## src/rtl/uart_tx_arbiter.sv

```systemverilog
`default_nettype none
// ==========================================================================
// uart_tx_arbiter : round-robin sharing of one 8N1 UART transmitter
// Rev 1.0
// ==========================================================================
module uart_tx_arbiter #(
  parameter int          NUM_REQ        = 4,
  parameter int          ID_W           = 2,
  parameter logic [15:0] LAUNCH_TIMEOUT = 16'd65535
) (
  input  logic                   clock,
  input  logic                   reset,
  input  logic [NUM_REQ-1:0]     req_valid,
  input  logic [8*NUM_REQ-1:0]   req_data,
  output logic [NUM_REQ-1:0]     req_ready,
  output logic [7:0]             uart_data,
  output logic                   uart_transmit,
  input  logic                   uart_busy,
  output logic [ID_W-1:0]        grant_id,
  output logic                   busy,
  output logic [15:0]            frame_count,
  output logic                   timeout_err
);

  typedef enum logic [1:0] {
    S_IDLE      = 2'd0,
    S_LAUNCH    = 2'd1,
    S_WAIT_DONE = 2'd2,
    S_RELEASE   = 2'd3
  } state_t;

  state_t              r_state;
  logic [ID_W-1:0]     r_rr_ptr;
  logic [ID_W-1:0]     r_grant_id;
  logic [15:0]         r_timer;
  logic [15:0]         r_frame_count;
  logic [7:0]          r_uart_data;
  logic                r_transmit;
  logic [NUM_REQ-1:0]  r_req_ready;
  logic                r_busy;
  logic                r_timeout_err;

  logic                w_found;
  logic [ID_W-1:0]     w_win_id;
  logic [7:0]          w_win_data;
  logic [ID_W-1:0]     w_next_ptr;

  // Search upward from the round-robin pointer, wrapping at NUM_REQ.
  always_comb begin
    int idx;
    idx        = 0;
    w_found    = 1'b0;
    w_win_id   = '0;
    w_win_data = '0;
    for (int i = 0; i < NUM_REQ; i++) begin
      idx = int'(r_rr_ptr) + i;
      if (idx >= NUM_REQ) begin
        idx = idx - NUM_REQ;
      end
      if (!w_found && req_valid[idx]) begin
        w_found    = 1'b1;
        w_win_id   = ID_W'(idx);
        w_win_data = req_data[8*idx +: 8];
      end
    end
  end

  assign w_next_ptr = (r_grant_id == ID_W'(NUM_REQ - 1)) ? '0 : r_grant_id + 1'b1;

  always_ff @(posedge clock) begin
    if (reset) begin
      r_state       <= S_IDLE;
      r_rr_ptr      <= '0;
      r_grant_id    <= '0;
      r_timer       <= '0;
      r_frame_count <= '0;
      r_uart_data   <= '0;
      r_transmit    <= 1'b1;
      r_req_ready   <= '0;
      r_busy        <= 1'b0;
      r_timeout_err <= 1'b0;
    end else begin
      r_req_ready   <= '0;
      r_timeout_err <= 1'b0;
      case (r_state)
        S_IDLE: begin
          if (uart_busy && w_found) begin
            r_grant_id  <= w_win_id;
            r_uart_data <= w_win_data;
            r_transmit  <= 1'b0;
            r_timer     <= '0;
            r_busy      <= 1'b1;
            r_state     <= S_LAUNCH;
          end
        end
        S_LAUNCH: begin
          // uart_busy low means the UART has latched uart_data.
          if (!uart_busy) begin
            r_req_ready[r_grant_id] <= 1'b1;
            r_transmit              <= 1'b1;
            r_rr_ptr                <= w_next_ptr;
            r_state                 <= S_WAIT_DONE;
          end else if (r_timer == LAUNCH_TIMEOUT - 16'd1) begin
            r_transmit    <= 1'b1;
            r_timeout_err <= 1'b1;
            r_rr_ptr      <= w_next_ptr;
            r_state       <= S_RELEASE;
          end else begin
            r_timer <= r_timer + 16'd1;
          end
        end
        S_WAIT_DONE: begin
          if (uart_busy) begin
            r_frame_count <= r_frame_count + 16'd1;
            r_state       <= S_RELEASE;
          end
        end
        S_RELEASE: begin
          r_busy  <= 1'b0;
          r_state <= S_IDLE;
        end
        default: begin
          r_state <= S_IDLE;
        end
      endcase
    end
  end

  assign req_ready     = r_req_ready;
  assign uart_data     = r_uart_data;
  assign uart_transmit = r_transmit;
  assign grant_id      = r_grant_id;
  assign busy          = r_busy;
  assign frame_count   = r_frame_count;
  assign timeout_err   = r_timeout_err;

endmodule
`default_nettype wire

```

## config.mk

```make
export PLATFORM = sky130hd
export DESIGN_NAME = uart_tx_arbiter
export DESIGN_NICKNAME = d
export VERILOG_FILES = /design/src/rtl/uart_tx_arbiter.sv
export SDC_FILE = /design/constraint.sdc
export NUM_CORES = 1
export LEC_CHECK = 0
export ABC_CLOCK_PERIOD_IN_PS = 8100
export CAP_MARGIN = 10
export CORE_AREA = 2 2 93 95
export CTS_CLUSTER_SIZE = 8
export DETAILED_ROUTE_END_ITERATION = 12
export DIE_AREA = 0 0 95 97
export HOLD_SLACK_MARGIN = 0.02
export PLACE_DENSITY = 0.7
export SYNTH_ARGS = -nofsm -noshare
export SYNTH_HDL_FRONTEND = slang
export SYNTH_SLANG_ARGS = --single-unit
```

## constraint.sdc

```tcl
create_clock -name clock -period 8.1 [get_ports clock]
set_clock_uncertainty 0.05 [all_clocks]
set_input_delay 1.62 -clock clock [delete_from_list [all_inputs] [get_ports clock]]
set_output_delay 1.62 -clock clock [all_outputs]
set_load 0.01 [all_outputs]
```

==> results.md <==
Synth:
- After Yosys synthesis, full adders, half adders and majority gates account for 4.70% of the synthesized area.
- The number of nets handed over by synthesis was 488.
- The sequential element share of the synthesized area is 28.5%.
- Averaged over all synthesized cells, the footprint is 8.56 sq um.
- The most instantiated flip-flop cell in the synthesis netlist is dfxtp_1.
- The Yosys warning count is 0.
- The multiplexer area fraction after synthesis is 18.6%.
- In this run, synthesis produced a sequential element count of 53.
- The number of different library cells used by synthesis comes to 50.
- The post-synthesis compound-gate area fraction is 17.6%.
- Summing the areas of all xor and xnor instances in the mapped netlist gives 2.82% of the synthesized area.
- After synthesis, the largest family of logic cells by area is simple AND/OR/NAND/NOR gates.
- The count of flip-flops with a built-in enable after synthesis is 0.
- The share of synthesized cell area in and, or, nand and nor gates is 22.7%.
- The synthesized cell area is 0.00372 sq mm.
- The proportion of register bits with asynchronous set or reset after synthesis is 0%.
- The gate count after technology mapping is 435.

STA:
- Across all hold checks on the routed design, the worst slack comes to 465 ps.
- The worst pin sits at a relative slew slack of 34.2%.
- The number of setup violations in the final report is 0.
- The number of endpoints with negative hold slack in the final report is 0.
- The final cycle utilization of the critical path is 49.1%.
- The clock period could shrink to 3980 ps.
- The actual transition at the worst max-transition pin is 959 ps.
- Setup repair after global routing left no endpoint under its margin.
- The accumulated negative setup slack is 0 ps.
- The count of final max-slew check failures is 0.
- Based on the critical path, the design can be clocked at up to 0.252 GHz.

Setup path:
- Traced cell by cell, the critical path runs through inv_1 > ha_1 > mux4_2 > nand2b_1 > o211ai_1 > o21ai_0 > a31oi_1.
- Among all stages on the critical path, the largest delay is contributed by dfxtp_2.
- For flop-to-flop paths, the worst setup slack is 4120 ps.
- The largest driver fanout on the critical path is 45.
- The number of buffers and inverters on the critical path is 1.
- The startpoint of the worst register-to-register path is r_rr_ptr[0].
- Data on the critical path is required at its endpoint by 8280 ps.
- For the worst setup path, the data arrival time is 4160 ps.
- In this design, the stage delay of the slowest critical-path cell is 990 ps.
- Broken down by cell family, the worst path's largest delay share belongs to flip-flops.
- The start-to-end type of the worst setup path is reg -> reg.
- The destination of the worst register-to-register timing path is uart_data[3].
- The launching element type of the critical path is a flop.
- The depth of the most critical reg-to-reg path is 7.
- The type of element capturing the critical path is a flop.

Detailed routing:
- The number of search-and-repair iterations in the first detailed-routing pass is 5.
- Dividing the detail-routed via count by the number of cells gives 5.79.
- After detailed routing, the average wire length per cell comes to 14.3 um.
- The final route contains 3,439 vias.
- The final layout contains routed wiring with a total length of 8510 um.
- After detailed routing, the number of remaining DRC violations is 0.
- The antenna violation net count after detailed routing is 0.
- The first routing iteration left 125 violations.

Hold path:
- The endpoint with the worst hold slack is r_timer[8].
- The min-delay analysis places its worst path in the category reg -> reg.
- The worst hold path cell count is 1.
- The startpoint of the worst hold path is r_timer[8].

Floorplan:
- The horizontal die dimension is 95 um.
- The effective utilization at floorplan is 45.8%.
- The core area is 0.00813 sq mm.
- The standard-cell row count is 33.
- The floorplan step defined a die boundary enclosing 0.00922 sq mm.
- The number of I/O pins is 72.
- The die outline height is 97 um.

Clock tree:
- CTS saw 53 sinks.
- Counting along the longest clock path gives a buffer depth of 2.
- Counting the buffers created by CTS gives 5.
- In this run the post-CTS setup repair buffer count came out at 0.
- Once the clock tree was built, the resizer swapped 0 gates to a different size.
- After clock tree synthesis, the flow added hold-fix buffers numbering 0.
- The later pin in the worst-skew pair is clocked with a latency of 300 ps.
- CTS placed an instance of clkbuf_8 at the clock tree root.
- The clock-pin slew reported for the worst setup and hold paths after clock tree synthesis is 90 ps.
- The H-tree generated during clock tree synthesis spans 2 levels.
- The CTS tree is yes.

Global routing:
- The first-pass GRT wire length is 14,200 um.
- Entering global routing, the biggest net connects 46 pins.
- The via count of the first global-routing pass is 3,127.
- The number of antenna violations at the first check in global routing came to 0.
- The total routing usage reported by global routing is 18.6%.
- After global routing the overflow that remains totals 0.

Run:
- The tool flagged a number of max-cap violations equal to 0.

Final layout:
- The utilization after layout is 55.9%.
- The proportion of layout cells with a drive suffix above 1 is 12.3%.
- From synthesis to final layout, the design area changed by 22.0%.
- The number of nets in the layout is 542.
- The antenna diode instance count is 0.

Power:
- For this design the ratio of total power to cell area is 200 mW/mm^2.
- The leakage power of the design is 0.00151 uW.
- The worst voltage drop across the vdd grid is 0.0764 mV.

Placed design:
- After legalization and detailed placement, the total HPWL measured 6460 um.
- During placement, the flow inserted port buffers numbering 71.
- Routability-driven placement finished with a final weighted congestion of 0.912.

Status:
- The run finished with clean final reports.
## Yosys cell counts, types with 13 or more instances
library cell   n  area share, %
nor2_1        46            4.6
a21oi_1       19            2.6
dfxtp_1       53             28
mux2_2        19            5.7
a31oi_1       14            2.4
ha_1          14            4.7
nand2_1       41            4.1
inv_1         17            1.7
nand3_1       24            3.2
o21ai_0       32            4.3
mux4_2        19             11
nor3_1        13            1.7
## cell type report
class | instances | area [sq um]
Clock buffer | 6 | 82.6
Clock inverter | 1 | 7.51
Fill cell | 740 | 3590
Inverter | 17 | 63.8
Multi-Input combinational cell | 339 | 2470
Sequential cell | 53 | 1060
Tap cell | 105 | 131
Timing Repair Buffer | 73 | 726
## power breakdown
group	leakage [uW]	total [uW]	switching, uW	internal (uW)
registers	0.000431	333	43.6	290
logic	0.00104	422	212	210
clock network	0.0000433	151	83.6	67.7
## layout by cell type (no fill, tap or decap), drive strengths merged, types with 10 or more instances in the layout
master         count
mux2              19
nor3              14
nand2             41
nand3             25
dfxtp             53
clkdlybuf4s50     71
nand4             10
o21ai             34
inv               17
ha                14
a21oi             20
nor2              46
mux4              19
a31oi             14
## worst register-to-register path, cell delays in order (launching register included)
cell and delay (ps):
dfxtp_2 990, inv_1 270, ha_1 990, mux4_2 760, nand2b_1 320, o211ai_1 220
o21ai_0 110, a31oi_1 190
## registers in the layout, summed over array words and instances, names as in the netlist
name / count
frame_count: 16
r_timer: 16
uart_data: 8
req_ready: 4
grant_id: 2
r_rr_ptr: 2
r_state: 2
busy: 1
timeout_err: 1
uart_transmit: 1
## layer usage
metal,track usage (%),routed length (um),up-vias
met5,0,0,-
met4,6.24,151,0
met3,2.96,414,14
met2,30.4,4070,123
met1,24.9,3870,1583
li1,-,-,1719
## per-stage QoR
stage / power (uW) / setup slack (ps) / cells / instance area, sq um
after floorplan: 639 / 4980 / 435 / 3720
after global placement: 749 / 4070 / 586 / 4450
after detailed placement: 757 / 4030 / 586 / 4450
after CTS: 909 / 4090 / 593 / 4540
after global routing: 971 / 3670 / 594 / 4540
final: 907 / 4120 / 594 / 4540
## worst max-delay path by stage
stage,start,to,depth (start not counted)
after floorplan,req_valid[3],uart_data[6],5
after global placement,req_valid[3],grant_id[0],6
after detailed placement,uart_busy,r_timer[15],6
after CTS,r_rr_ptr[0],uart_data[3],7
after global routing,r_rr_ptr[0],uart_data[2],7
final,r_rr_ptr[0],uart_data[3],7
## kinds of logic (layout without fill, tap and decap cells)
| kind of cell | after synthesis | in the layout |
|---|---|---|
| compound gates | 102 | 102 |
| simple gates | 168 | 168 |
| buf+inv | 43 | 97 |
| xor+xnor | 12 | 12 |
| flops | 53 | 53 |
| mux | 43 | 43 |
| fa+ha+maj | 14 | 14 |
No activity file was read; power rests on OpenSTA's default activity.
